## config.mk

```make
export PLATFORM = sky130hd
export DESIGN_NAME = apb_master_bridge_flat
export DESIGN_NICKNAME = d
export VERILOG_FILES = /design/src/rtl/apb_master_bridge_if.sv /design/src/rtl/apb_master_bridge.sv /design/src/flat_wrapper.sv
export SDC_FILE = /design/constraint.sdc
export NUM_CORES = 1
export LEC_CHECK = 0
export ABC_AREA = 1
export BUFFER_PORTS_ARGS = -buffer_cell sky130_fd_sc_hd__buf_4
export CAP_MARGIN = 20
export CORE_ASPECT_RATIO = 1.25
export CORE_MARGIN = 1
export CORE_UTILIZATION = 47
export DETAILED_ROUTE_END_ITERATION = 12
export PLACE_DENSITY = 0.78
export SYNTH_ARGS = -nofsm -noshare
export SYNTH_HDL_FRONTEND = slang
export SYNTH_SLANG_ARGS = --single-unit
```

## constraint.sdc

```tcl
create_clock -name pclk -period 1.8 [get_ports pclk]
set_input_delay 0.09 -clock pclk [delete_from_list [all_inputs] [get_ports pclk]]
set_output_delay 0.09 -clock pclk [all_outputs]
set_load 0.02 [all_outputs]
```

## src/rtl/apb_master_bridge_if.sv

```systemverilog
// ---------------------------------------------------------------------------
// apb_master_bridge_if
//
// Bundles the command/response handshake and the APB bus seen by
// apb_master_bridge.
//   master modport : the bridge's view (takes commands, drives APB).
//   slave modport  : the environment's view (issues commands, models the
//                    APB slave).
//
// Signals:
//   req_valid/req_ready/req_write/req_addr/req_wdata : command handshake
//   rsp_valid/rsp_rdata/rsp_error/rsp_timeout        : one-cycle response
//   paddr/pwrite/pwdata/pselx/penable                : APB request side
//   prdata/pready/pslave_error                       : APB completion side
// ---------------------------------------------------------------------------
interface apb_master_bridge_if #(
    parameter int ADDR_WIDTH = 8,
    parameter int DATA_WIDTH = 32
);
    logic                  req_valid;
    logic                  req_ready;
    logic                  req_write;
    logic [ADDR_WIDTH-1:0] req_addr;
    logic [DATA_WIDTH-1:0] req_wdata;

    logic                  rsp_valid;
    logic [DATA_WIDTH-1:0] rsp_rdata;
    logic                  rsp_error;
    logic                  rsp_timeout;

    logic [ADDR_WIDTH-1:0] paddr;
    logic                  pwrite;
    logic [DATA_WIDTH-1:0] pwdata;
    logic                  pselx;
    logic                  penable;
    logic [DATA_WIDTH-1:0] prdata;
    logic                  pready;
    logic                  pslave_error;

    modport master (
        input  req_valid, req_write, req_addr, req_wdata,
        input  prdata, pready, pslave_error,
        output req_ready,
        output rsp_valid, rsp_rdata, rsp_error, rsp_timeout,
        output paddr, pwrite, pwdata, pselx, penable
    );

    modport slave (
        output req_valid, req_write, req_addr, req_wdata,
        output prdata, pready, pslave_error,
        input  req_ready,
        input  rsp_valid, rsp_rdata, rsp_error, rsp_timeout,
        input  paddr, pwrite, pwdata, pselx, penable
    );
endinterface

```

## src/rtl/apb_master_bridge.sv

```systemverilog
// ---------------------------------------------------------------------------
// apb_master_bridge
//
// Single-outstanding APB master. Converts a valid/ready command into one APB
// SETUP/ACCESS transfer and returns the result on a one-cycle response
// strobe. A wait-state counter aborts transfers whose slave holds pready low
// for TIMEOUT_CYCLES ACCESS cycles.
//
// Ports:
//   pclk   : clock, all logic on the rising edge
//   preset : synchronous active-high reset
//   bus    : apb_master_bridge_if.master
//            command  req_valid/req_ready/req_write/req_addr/req_wdata
//            response rsp_valid/rsp_rdata/rsp_error/rsp_timeout
//            APB      paddr/pwrite/pwdata/pselx/penable/prdata/pready/
//                     pslave_error
//
// All outputs are registered except req_ready.
// ---------------------------------------------------------------------------
module apb_master_bridge #(
    parameter int ADDR_WIDTH     = 8,
    parameter int DATA_WIDTH     = 32,
    parameter int TIMEOUT_CYCLES = 16
) (
    input  logic                pclk,
    input  logic                preset,
    apb_master_bridge_if.master bus
);

    typedef enum logic [1:0] {
        IDLE   = 2'd0,
        SETUP  = 2'd1,
        ACCESS = 2'd2
    } state_t;

    // Counter value on the last ACCESS cycle allowed before abort; with the
    // counter starting at 0 this yields exactly TIMEOUT_CYCLES ACCESS cycles.
    localparam logic [7:0] WAIT_LAST = 8'(TIMEOUT_CYCLES - 1);

    state_t     state;
    logic [7:0] wait_cnt;

    // Combinational so a new command can be taken in the same cycle the
    // previous response is presented.
    assign bus.req_ready = (state == IDLE) && !preset;

    always_ff @(posedge pclk) begin
        if (preset) begin
            state           <= IDLE;
            wait_cnt        <= 8'd0;
            bus.pselx       <= 1'b0;
            bus.penable     <= 1'b0;
            bus.paddr       <= '0;
            bus.pwrite      <= 1'b0;
            bus.pwdata      <= '0;
            bus.rsp_valid   <= 1'b0;
            bus.rsp_rdata   <= '0;
            bus.rsp_error   <= 1'b0;
            bus.rsp_timeout <= 1'b0;
        end else begin
            // Response is a single-cycle strobe.
            bus.rsp_valid <= 1'b0;

            case (state)
                IDLE: begin
                    // req_ready is implied here (IDLE and not in reset).
                    if (bus.req_valid) begin
                        bus.paddr  <= bus.req_addr;
                        bus.pwrite <= bus.req_write;
                        bus.pwdata <= bus.req_wdata;
                        bus.pselx  <= 1'b1;
                        wait_cnt   <= 8'd0;
                        state      <= SETUP;
                    end
                end

                SETUP: begin
                    bus.penable <= 1'b1;
                    state       <= ACCESS;
                end

                ACCESS: begin
                    // pready wins over the timeout on the final wait cycle.
                    if (bus.pready) begin
                        bus.pselx       <= 1'b0;
                        bus.penable     <= 1'b0;
                        bus.rsp_valid   <= 1'b1;
                        bus.rsp_rdata   <= bus.pwrite ? '0 : bus.prdata;
                        bus.rsp_error   <= bus.pslave_error;
                        bus.rsp_timeout <= 1'b0;
                        state           <= IDLE;
                    end else if (wait_cnt == WAIT_LAST) begin
                        bus.pselx       <= 1'b0;
                        bus.penable     <= 1'b0;
                        bus.rsp_valid   <= 1'b1;
                        bus.rsp_rdata   <= '0;
                        bus.rsp_error   <= 1'b1;
                        bus.rsp_timeout <= 1'b1;
                        state           <= IDLE;
                    end else begin
                        wait_cnt <= wait_cnt + 8'd1;
                    end
                end

                default: begin
                    bus.pselx   <= 1'b0;
                    bus.penable <= 1'b0;
                    state       <= IDLE;
                end
            endcase
        end
    end

endmodule
```

## src/flat_wrapper.sv

```systemverilog
// flat-port wrapper written by rule: the top's interface ports become plain ports
module apb_master_bridge_flat 
#(
    parameter int ADDR_WIDTH     = 8,
    parameter int DATA_WIDTH     = 32,
    parameter int TIMEOUT_CYCLES = 16
)
  (pclk, preset, bus_req_valid, bus_req_write, bus_req_addr, bus_req_wdata, bus_prdata, bus_pready, bus_pslave_error, bus_req_ready, bus_rsp_valid, bus_rsp_rdata, bus_rsp_error, bus_rsp_timeout, bus_paddr, bus_pwrite, bus_pwdata, bus_pselx, bus_penable);
  apb_master_bridge_if #(.ADDR_WIDTH(ADDR_WIDTH), .DATA_WIDTH(DATA_WIDTH)) bus_i ();
  input  logic pclk;
  input  logic preset;
  input wire logic [$bits(bus_i.req_valid)-1:0] bus_req_valid;
  input wire logic [$bits(bus_i.req_write)-1:0] bus_req_write;
  input wire logic [$bits(bus_i.req_addr)-1:0] bus_req_addr;
  input wire logic [$bits(bus_i.req_wdata)-1:0] bus_req_wdata;
  input wire logic [$bits(bus_i.prdata)-1:0] bus_prdata;
  input wire logic [$bits(bus_i.pready)-1:0] bus_pready;
  input wire logic [$bits(bus_i.pslave_error)-1:0] bus_pslave_error;
  output wire logic [$bits(bus_i.req_ready)-1:0] bus_req_ready;
  output wire logic [$bits(bus_i.rsp_valid)-1:0] bus_rsp_valid;
  output wire logic [$bits(bus_i.rsp_rdata)-1:0] bus_rsp_rdata;
  output wire logic [$bits(bus_i.rsp_error)-1:0] bus_rsp_error;
  output wire logic [$bits(bus_i.rsp_timeout)-1:0] bus_rsp_timeout;
  output wire logic [$bits(bus_i.paddr)-1:0] bus_paddr;
  output wire logic [$bits(bus_i.pwrite)-1:0] bus_pwrite;
  output wire logic [$bits(bus_i.pwdata)-1:0] bus_pwdata;
  output wire logic [$bits(bus_i.pselx)-1:0] bus_pselx;
  output wire logic [$bits(bus_i.penable)-1:0] bus_penable;
  assign bus_i.req_valid = bus_req_valid;
  assign bus_i.req_write = bus_req_write;
  assign bus_i.req_addr = bus_req_addr;
  assign bus_i.req_wdata = bus_req_wdata;
  assign bus_i.prdata = bus_prdata;
  assign bus_i.pready = bus_pready;
  assign bus_i.pslave_error = bus_pslave_error;
  assign bus_req_ready = bus_i.req_ready;
  assign bus_rsp_valid = bus_i.rsp_valid;
  assign bus_rsp_rdata = bus_i.rsp_rdata;
  assign bus_rsp_error = bus_i.rsp_error;
  assign bus_rsp_timeout = bus_i.rsp_timeout;
  assign bus_paddr = bus_i.paddr;
  assign bus_pwrite = bus_i.pwrite;
  assign bus_pwdata = bus_i.pwdata;
  assign bus_pselx = bus_i.pselx;
  assign bus_penable = bus_i.penable;
  apb_master_bridge #(.ADDR_WIDTH(ADDR_WIDTH), .DATA_WIDTH(DATA_WIDTH), .TIMEOUT_CYCLES(TIMEOUT_CYCLES)) u_core (.pclk(pclk), .preset(preset), .bus(bus_i));
endmodule
```

## Word level (Yosys, flattened, before mapping)

Cells that the tools add are included.

| word-level totals | value |
|---|---|
| register bits after elaboration | 88 |
| bits in read-only memories | 0 |
| output and inout port bits | 79 |
| memories | 0 |
| latch bits | 0 |
| word-level logic and storage cells | 55 |
| input port bits | 78 |
| RAM bits | 0 |

| operators by class | value |
|---|---|
| magnitude comparators | 0 |
| multiply operators | 0 |
| add/sub/neg operators | 1 |
| reduce and logical (&&, ||, !) cells | 12 |
| multiplexer cells | 21 |
| shifts and indexed selects | 0 |
| bitwise operators | 3 |
| equal/unequal tests | 7 |
| div/mod/pow operators | 0 |

Operators by type and width:

| operator | number |
|---|---|
| 32-bit 2-to-1 mux | 3 |
| 8-bit 2-to-1 mux | 3 |
| 8-bit one-hot mux with 2 select lines | 1 |
| 8-bit by 1-bit adder with 8-bit output (second input constant) | 1 |
| 8-bit by 4-bit == test with 1-bit output (second input constant) | 1 |
| 1-bit 2-to-1 mux | 8 |
| 2-bit AND reduction | 4 |
| 2-bit 2-to-1 mux | 3 |
| 2-bit inequality test (second input constant) | 3 |
| 1-bit one-hot mux with 3 select lines | 2 |
| 2-bit one-hot mux with 3 select lines | 1 |
| 4-bit AND reduction | 1 |
| 2-bit nonzero test | 2 |
| 3-bit by 2-bit inequality test with 1-bit output (second input constant) | 1 |
| 1-bit NOT | 3 |
| 3-bit AND reduction | 1 |
| 2-bit by 1-bit == test with 1-bit output (second input constant) | 1 |
| 2-bit == test (second input constant) | 1 |
| 2-bit zero test | 1 |
| 2-bit OR reduction | 1 |
| 1-bit logical AND | 1 |
| 1-bit zero test | 1 |

## Logic depth before layout (Yosys ltp)

Gate-level depths: netlist of the first run.

| logic depth | value |
|---|---|
| depth in word-level cells | 4 |
| gate-level depth with buffers | 8 |
| gate-level depth less buffers | 8 |

## Worst setup path after synthesis of the first run

OpenSTA, ideal clock, no wires.

| timing path | value |
|---|---|
| path type | reg-to-reg |
| start point | register u_core.wait_cnt[0] |
| end point | register u_core.bus.rsp_rdata[22] |
| arrival time | 1.221 ns |
| data required time | 1.668 ns |
| library setup time | 0.132 ns |
| setup slack | 0.447 ns |
| period minus slack after synthesis | 1.353 ns |
| stages on the path, launching flop included | 8 |
| buffers on the path | 1 |
| path through | dfxtp_1 ha_1 nand3_2 nor2_8 nand2_4 buf_6 nand3_1 a21oi_1 |

| between the ends | value |
|---|---|
| word-level cells in the longest chain between the ends | 3 |

RTL lines:

| item | RTL line | source |
|---|---|---|
| start, declared | apb_master_bridge.sv:41 | `logic [7:0] wait_cnt;` |
| start signal, assigned | apb_master_bridge.sv:101 | `wait_cnt <= wait_cnt + 8'd1;` |
| 8-bit by 4-bit == test with 1-bit output | apb_master_bridge.sv:92 | `end else if (wait_cnt == WAIT_LAST) begin` |
| 2-bit nonzero test (no source line) | -- |  |
| 2-bit AND reduction (no source line) | -- |  |
| end signal, assigned | apb_master_bridge.sv:88 | `bus.rsp_rdata <= bus.pwrite ? '0 : bus.prdata;` |
| end, declared | apb_master_bridge_if.sv:44 | `output rsp_valid, rsp_rdata, rsp_error, rsp_timeout,` |

Every way passes these cells.
A chain may end at the register's enable or synchronous reset.

## Worst setup path after layout of the first run

| timing path | value |
|---|---|
| start point | register u_core.wait_cnt[0] |
| end point | register u_core.bus.rsp_rdata[13] |

Same word-level chain as after synthesis.

==> impl_metrics.tcl, run 1 <==
set metrics [dict create \
    status "completed" \
    antenna_left 0 \
    gp_congestion 0.856 \
    p_sw_frac 0.276 \
    portBuffers 156 \
    fin_crit_sh 0.871 \
    layout-drive-gt1-share 0.296 \
    p_int_mw 3.11 \
    combPwrFrac 0.194 \
    layout_setup_ws_ps 231 \
    fp.dieH_um 97.9 \
    p_clk_frac 0.314 \
    synth-edff-count 0 \
    power_density_nw_per_um2 790 \
    synth_area_um2 3460 \
    start_kind "flop" \
    clock_latency_ps 350 \
    worst-setup-path-type "flop to flop" \
    crit_path_end_kind "flop" \
    dr.pass1.iters 4 \
    yosys-top-cells-area "dfxtp_1, nor2_1, o21ai_0, nand2_1, nand3_1" \
    overflow 0 \
    max-vdd-ir-drop_mv 0.721 \
    wl_per_cell_um 13.8 \
    clock_sinks 88 \
    seqPwrFrac 0.493 \
    grt_usage 0.264 \
    cp.arrival_ps 1810 \
    cp.required_ps 2040 \
    drc 0 \
    drt_iter0_drc 116 \
    synth_common_cells "nor2_1, dfxtp_1, nand2_1" \
    clkTransAtPathRegs_ps 90 \
    synth.most_common_cell "nor2_1" \
    ys_warn_count 0 \
    grt_pass1_wl_um 15800 \
    globalRouteMet3Util 0.0692 \
    grt_busiest_layer "met2" \
    antenna_cells 0 \
    async_reset_ff_frac 0 \
    critPathMaxStageDelay_ps 380 \
    grt_max_degree 45 \
    antenna_found_initial 0 \
    syn_area_per_cell_um2 7.92 \
    htree_levels 3 \
    area_growth_pct 57.0 \
    clockBufferDepth 2 \
    maxSlewViolCount 0 \
    cellLeakagePower_nw 2.43 \
    rsz0062_at_grt "no" \
    p_switching_mw 1.18 \
    fmax_mhz 638 \
    syn_nets 516 \
    critPathMaxFanout 34 \
    synth_seq_cells 88 \
    globalRouteMet2Util 0.495 \
    grtUsageMet1 0.260 \
    period_minus_slack_ps 1570 \
    slew_headroom 0.717 \
    totalWireLength_um 10200 \
    synth_top_area_share 0.509 \
    cts_tree "yes" \
    nets 726 \
    pin_count 157 \
    synth_ff_type "dfxtp_1" \
    fin_setup_tns_ps 0 \
    ys_seq_area_frac 0.509 \
    die_w_um 78.8 \
    fin_skew_ps 13.0 \
    post_cts_buffers 0 \
    dp_hpwl_um 6200 \
    finalHoldViolations 0 \
    grt_pass1_vias 3496 \
    slowest_stage "dfxtp_1" \
    numCtsBuffers 9 \
    setup_viol 0 \
    vias_per_cell 4.92 \
    worstMarginPinSlew_ps 424 \
    max-cap-violations 0 \
    crit_chain "ha_1 > nand3_2 > nor2_8 > nand2_4 > nand3_1 > a21oi_1" \
    dp_slack_ps 262 \
    synth_top_area_cell "dfxtp_1" \
    synth_cells 437 \
    start_util 0.490 \
    fill_cells 492 \
    yosysUniqueCellTypes 26 \
    min_path_type "input pin to flop" \
    die_area_um2 7710 \
    row_count 34 \
    cts_root_buf "clkbuf_8" \
    routed-via-count 3654 \
    final_util 0.769 \
    core_region_area_um2 7060 \
]
[area by class of cell]
cell class | count | area, um^2 | area share
timing repair buffer | 225 | 1850 | 0.340
inverter | 19 | 73.8 | 0.0136
tap | 90 | 113 | 0.0207
multi-input combinational | 304 | 1440 | 0.265
clock inverter | 6 | 67.6 | 0.0124
sequential | 88 | 1760 | 0.324
clock buffer | 10 | 128 | 0.0235
[what timing repair did]
action / 4_1_cts / 5_1_grt
hold buffers: 64 / 0
gates resized for setup: 0 / 0
endpoints found under the hold margin: 64 / 0
[power by group through the flow]
stage                     clock (mW)  sequential [mW]  combinational, mW
after floorplan                    0             2.27              0.256
after global placement             0             2.15              0.692
after detailed placement           0             2.16              0.704
after CTS                       1.37             2.11              0.816
after global routing            1.46             2.13              0.898
final                           1.34             2.11              0.831
[cell usage in the layout, fill, tap and decap left out, drive strengths merged]
| master | netlist | layout |
|---|---|---|
| or2 | 1 | 1 |
| a21oi | 41 | 41 |
| nor3 | 1 | 1 |
| nor2 | 104 | 104 |
| o21ai | 45 | 45 |
| nand2 | 64 | 64 |
| clkinvlp | 0 | 2 |
| ha | 1 | 1 |
| nor3b | 1 | 1 |
| nand3 | 43 | 43 |
| inv | 19 | 20 |
| bufinv | 0 | 1 |
| clkbuf | 11 | 10 |
| clkinv | 0 | 2 |
| buf | 15 | 161 |
| o21bai | 2 | 2 |
| dlygate4sd3 | 0 | 64 |
| nand3b | 1 | 1 |
| dfxtp | 88 | 88 |
[metrics by stage]
stage               hold WS (ps)  power, mW  instances  instance area (um^2)
floorplan                    237       2.53        437                  3460
global placement             340       2.84        662                  4600
detailed placement           348       2.86        662                  4600
CTS                         1.11       4.30        742                  5430
global route                18.3       4.48        742                  5430
finish                      12.5       4.29        742                  5430
[critical path, delay by kind of cell, from the launching register on]
kind / cells / cell delay, ps
fa+ha+maj: 1 / 220
simple gates: 4 / 760
flops: 1 / 380
compound gates: 1 / 90
[state kept, by name, indices dropped and copies added, names as in the netlist]
register,count
u_core.bus.penable,1
u_core.bus.paddr,8
u_core.state,2
u_core.bus.rsp_timeout,1
u_core.bus.rsp_valid,1
u_core.bus.pwdata,32
u_core.bus.rsp_rdata,32
u_core.bus.pselx,1
u_core.bus.rsp_error,1
u_core.bus.pwrite,1
u_core.wait_cnt,8
[per-layer routing]
| layer | part of all wire | vias up |
|---|---|---|
| li1 | - | 1829 |
| met1 | 0.37 | 1646 |
| met2 | 0.52 | 151 |
| met3 | 0.072 | 28 |
| met4 | 0.030 | 0 |
| met5 | 0 | - |
[final timing paths]
check                                   to                startpoint  depth (start not counted)  slack (ps)
setup / recovery  u_core.bus.rsp_rdata[13]        u_core.wait_cnt[0]                          6         230
hold / removal     u_core.bus.rsp_rdata[3]             bus_prdata[3]                          3          10
setup reg to reg  u_core.bus.rsp_rdata[13]        u_core.wait_cnt[0]                          6         230
hold reg to reg   u_core.bus.rsp_rdata[11]  u_core.bus.rsp_rdata[11]                          2         480
[logic make-up after synthesis]
logic type               Yosys count  synth area share
adder cells (fa/ha/maj)            1           0.00361
buffers and inverters             45            0.0748
AO/OA/AOI/OAI                     88             0.130
AND/OR/NAND/NOR                  215             0.283
flip-flops                        88             0.509
Power figures use the tool's default switching activity.
==> inputs of run 2 (changes only) <==
CORE_UTILIZATION = 42   (was 47)
PLACE_DENSITY = 0.74   (was 0.78)
clock period = 1.4 ns   (was 1.8 ns; I/O delays follow)
==> impl_metrics.tcl, run 2 (same netlist as run 1, synthesis figures left out) <==
set metrics [dict create \
    placed_cell_area_um2 4720 \
    postLayoutCellArea_um2 5700 \
    clock_sinks 88 \
    fp.dieH_um 103 \
    grt_pass1_vias 3609 \
    die_w_um 83.2 \
    status "completed" \
    finalHoldViolations 0 \
    rsz0062_at_grt "yes" \
    portBuffers 156 \
    max-vdd-ir-drop_mv 0.818 \
    clock_latency_ps 350 \
    layout-drive-gt1-share 0.307 \
    crit_path_end_kind "flop" \
    most-common-layout-cells "buf_4, nor2_1, dfxtp_1, dlygate4sd3_1, nand2_1" \
    cp.required_ps 1650 \
    pin_count 157 \
    r2r_start "u_core.wait_cnt[1]" \
    p_clk_frac 0.300 \
    dp_slack_ps -42.1 \
    hold_path_depth 5 \
    dp_hpwl_um 6250 \
    gp_congestion 0.841 \
    cp.arrival_ps 1550 \
    cts_root_buf "clkbuf_8" \
    clkTransAtPathRegs_ps 80 \
    worst-setup-path-type "flop to flop" \
    nets 746 \
    slew_headroom 0.804 \
    clockBufferDepth 2 \
    drc 0 \
    grt_max_degree 42 \
    layout_setup_ws_ps 103 \
    area_growth_pct 64.6 \
    p_switching_mw 1.48 \
    row_count 36 \
    mostFrequentLayoutCell "buf_4" \
    drt_iter0_drc 164 \
    power_density_nw_per_um2 966 \
    critPathMaxFanout 7 \
    final_cells 765 \
    routed-via-count 3755 \
    whs_ps 36.1 \
    cts_tree "yes" \
    reg2reg_to "u_core.bus.pselx" \
    min_path_type "input pin to flop" \
    combPwrFrac 0.206 \
    fmax_mhz 771 \
    fill_cells 582 \
    ff2ff_path_depth 9 \
    seqPwrFrac 0.494 \
    holdCritStartpoint "bus_pslave_error" \
    core_region_area_um2 7880 \
    fin_crit_sh 0.926 \
    maxSlewViolCount 0 \
    overflow 0 \
    start_kind "flop" \
    fin_skew_ps 7.65 \
    antenna_cells 0 \
    grt_usage 0.235 \
    holdPathEnd "u_core.bus.rsp_error" \
    p_int_mw 4.02 \
    die_area_um2 8610 \
    antenna_left 0 \
    start_util 0.439 \
    period_minus_slack_ps 1300 \
    numCtsBuffers 9 \
    dpl.cell_count 676 \
    totalWireLength_um 10200 \
    max-cap-violations 0 \
    antenna_found_initial 0 \
    p_sw_frac 0.270 \
    fin_setup_tns_ps 0 \
    reg_top3 "u_core.bus.pwdata x32, u_core.bus.rsp_rdata x32" \
    r2r_slack_ps 100 \
    vias_per_cell 4.91 \
    setup_viol 0 \
    wl_per_cell_um 13.3 \
    grt_pass1_wl_um 16300 \
    cellLeakagePower_nw 2.52 \
    htree_levels 3 \
    dr.pass1.iters 4 \
    worstMarginPinSlew_ps 293 \
]
-- run 2: cell types whose count changed in the layout (fill, tap and decap cells not counted), moves of 2 or more --
cell / delta
dlygate4sd3_1: +10
buf_12: +5
buf_4: +3
dfxtp_1: -3
dfxtp_2: +3
buf_6: +2
-- run 2: area by class of cell --
class                      instances  area [um^2]  area share
clock buffer                      10          128      0.0224
tap                               95          119      0.0209
timing repair buffer             245         2090       0.368
inverter                          19         73.8      0.0130
clock inverter                     4         47.5     0.00835
multi-input combinational        304         1470       0.258
sequential                        88         1770       0.310
-- run 2: stage by stage --
stage / util / power [mW]
after floorplan: - / 3.25
after global placement: 0.599 / 3.69
after detailed placement: 0.599 / 3.71
after CTS: 0.717 / 5.52
after global routing: 0.723 / 5.74
final: 0.723 / 5.50
-- run 2: per-layer routing --
metal / track usage / share of wire / vias to the layer above
met3: 0.0698 / 0.076 / 28
met1: 0.272 / 0.41 / 1696
li1: - / - / 1871
met5: 0 / 0 / -
met2: 0.405 / 0.49 / 160
met4: 0.107 / 0.029 / 0
-- run 2: how the worst max path moves through the flow --
stage                                           to  depth (start not counted)          startpoint  slack [ps]
after floorplan           u_core.bus.rsp_rdata[22]                          7  u_core.wait_cnt[0]          50
after global placement        u_core.bus.rsp_error                          7  u_core.wait_cnt[0]          30
after detailed placement   u_core.bus.rsp_rdata[2]                          6  u_core.wait_cnt[1]         -40
after CTS                         u_core.bus.pselx                          9  u_core.wait_cnt[1]          10
after global routing              u_core.bus.pselx                          9  u_core.wait_cnt[1]         -20
final                             u_core.bus.pselx                          9  u_core.wait_cnt[1]         100
-- run 2: critical path: stages, from the launching register on --
cell and delay [ps]:
dfxtp_2 360, ha_4 150, nand3_4 100, nor2_8 180, buf_6 140, nor2_8 40
inv_2 50, nand3_1 60, nand2_1 60, nand2_1 40
-- run 2: power by group through the flow --
stage / Combinational (mW) / Clock, mW / Sequential [mW]
after detailed placement: 0.945 / 0 / 2.77
after floorplan: 0.330 / 0 / 2.92
after global placement: 0.929 / 0 / 2.76
after global routing: 1.22 / 1.79 / 2.73
after CTS: 1.11 / 1.70 / 2.71
final: 1.13 / 1.65 / 2.71
-- run 2: timing repair --
action,4_1_cts,5_1_grt
gates cloned,0,0
resized for setup,3,7
endpoints found under the hold margin,74,0
hold buffers,74,0
endpoints found under the setup margin,34,34
buffers inserted,0,1
pin swaps,1,2
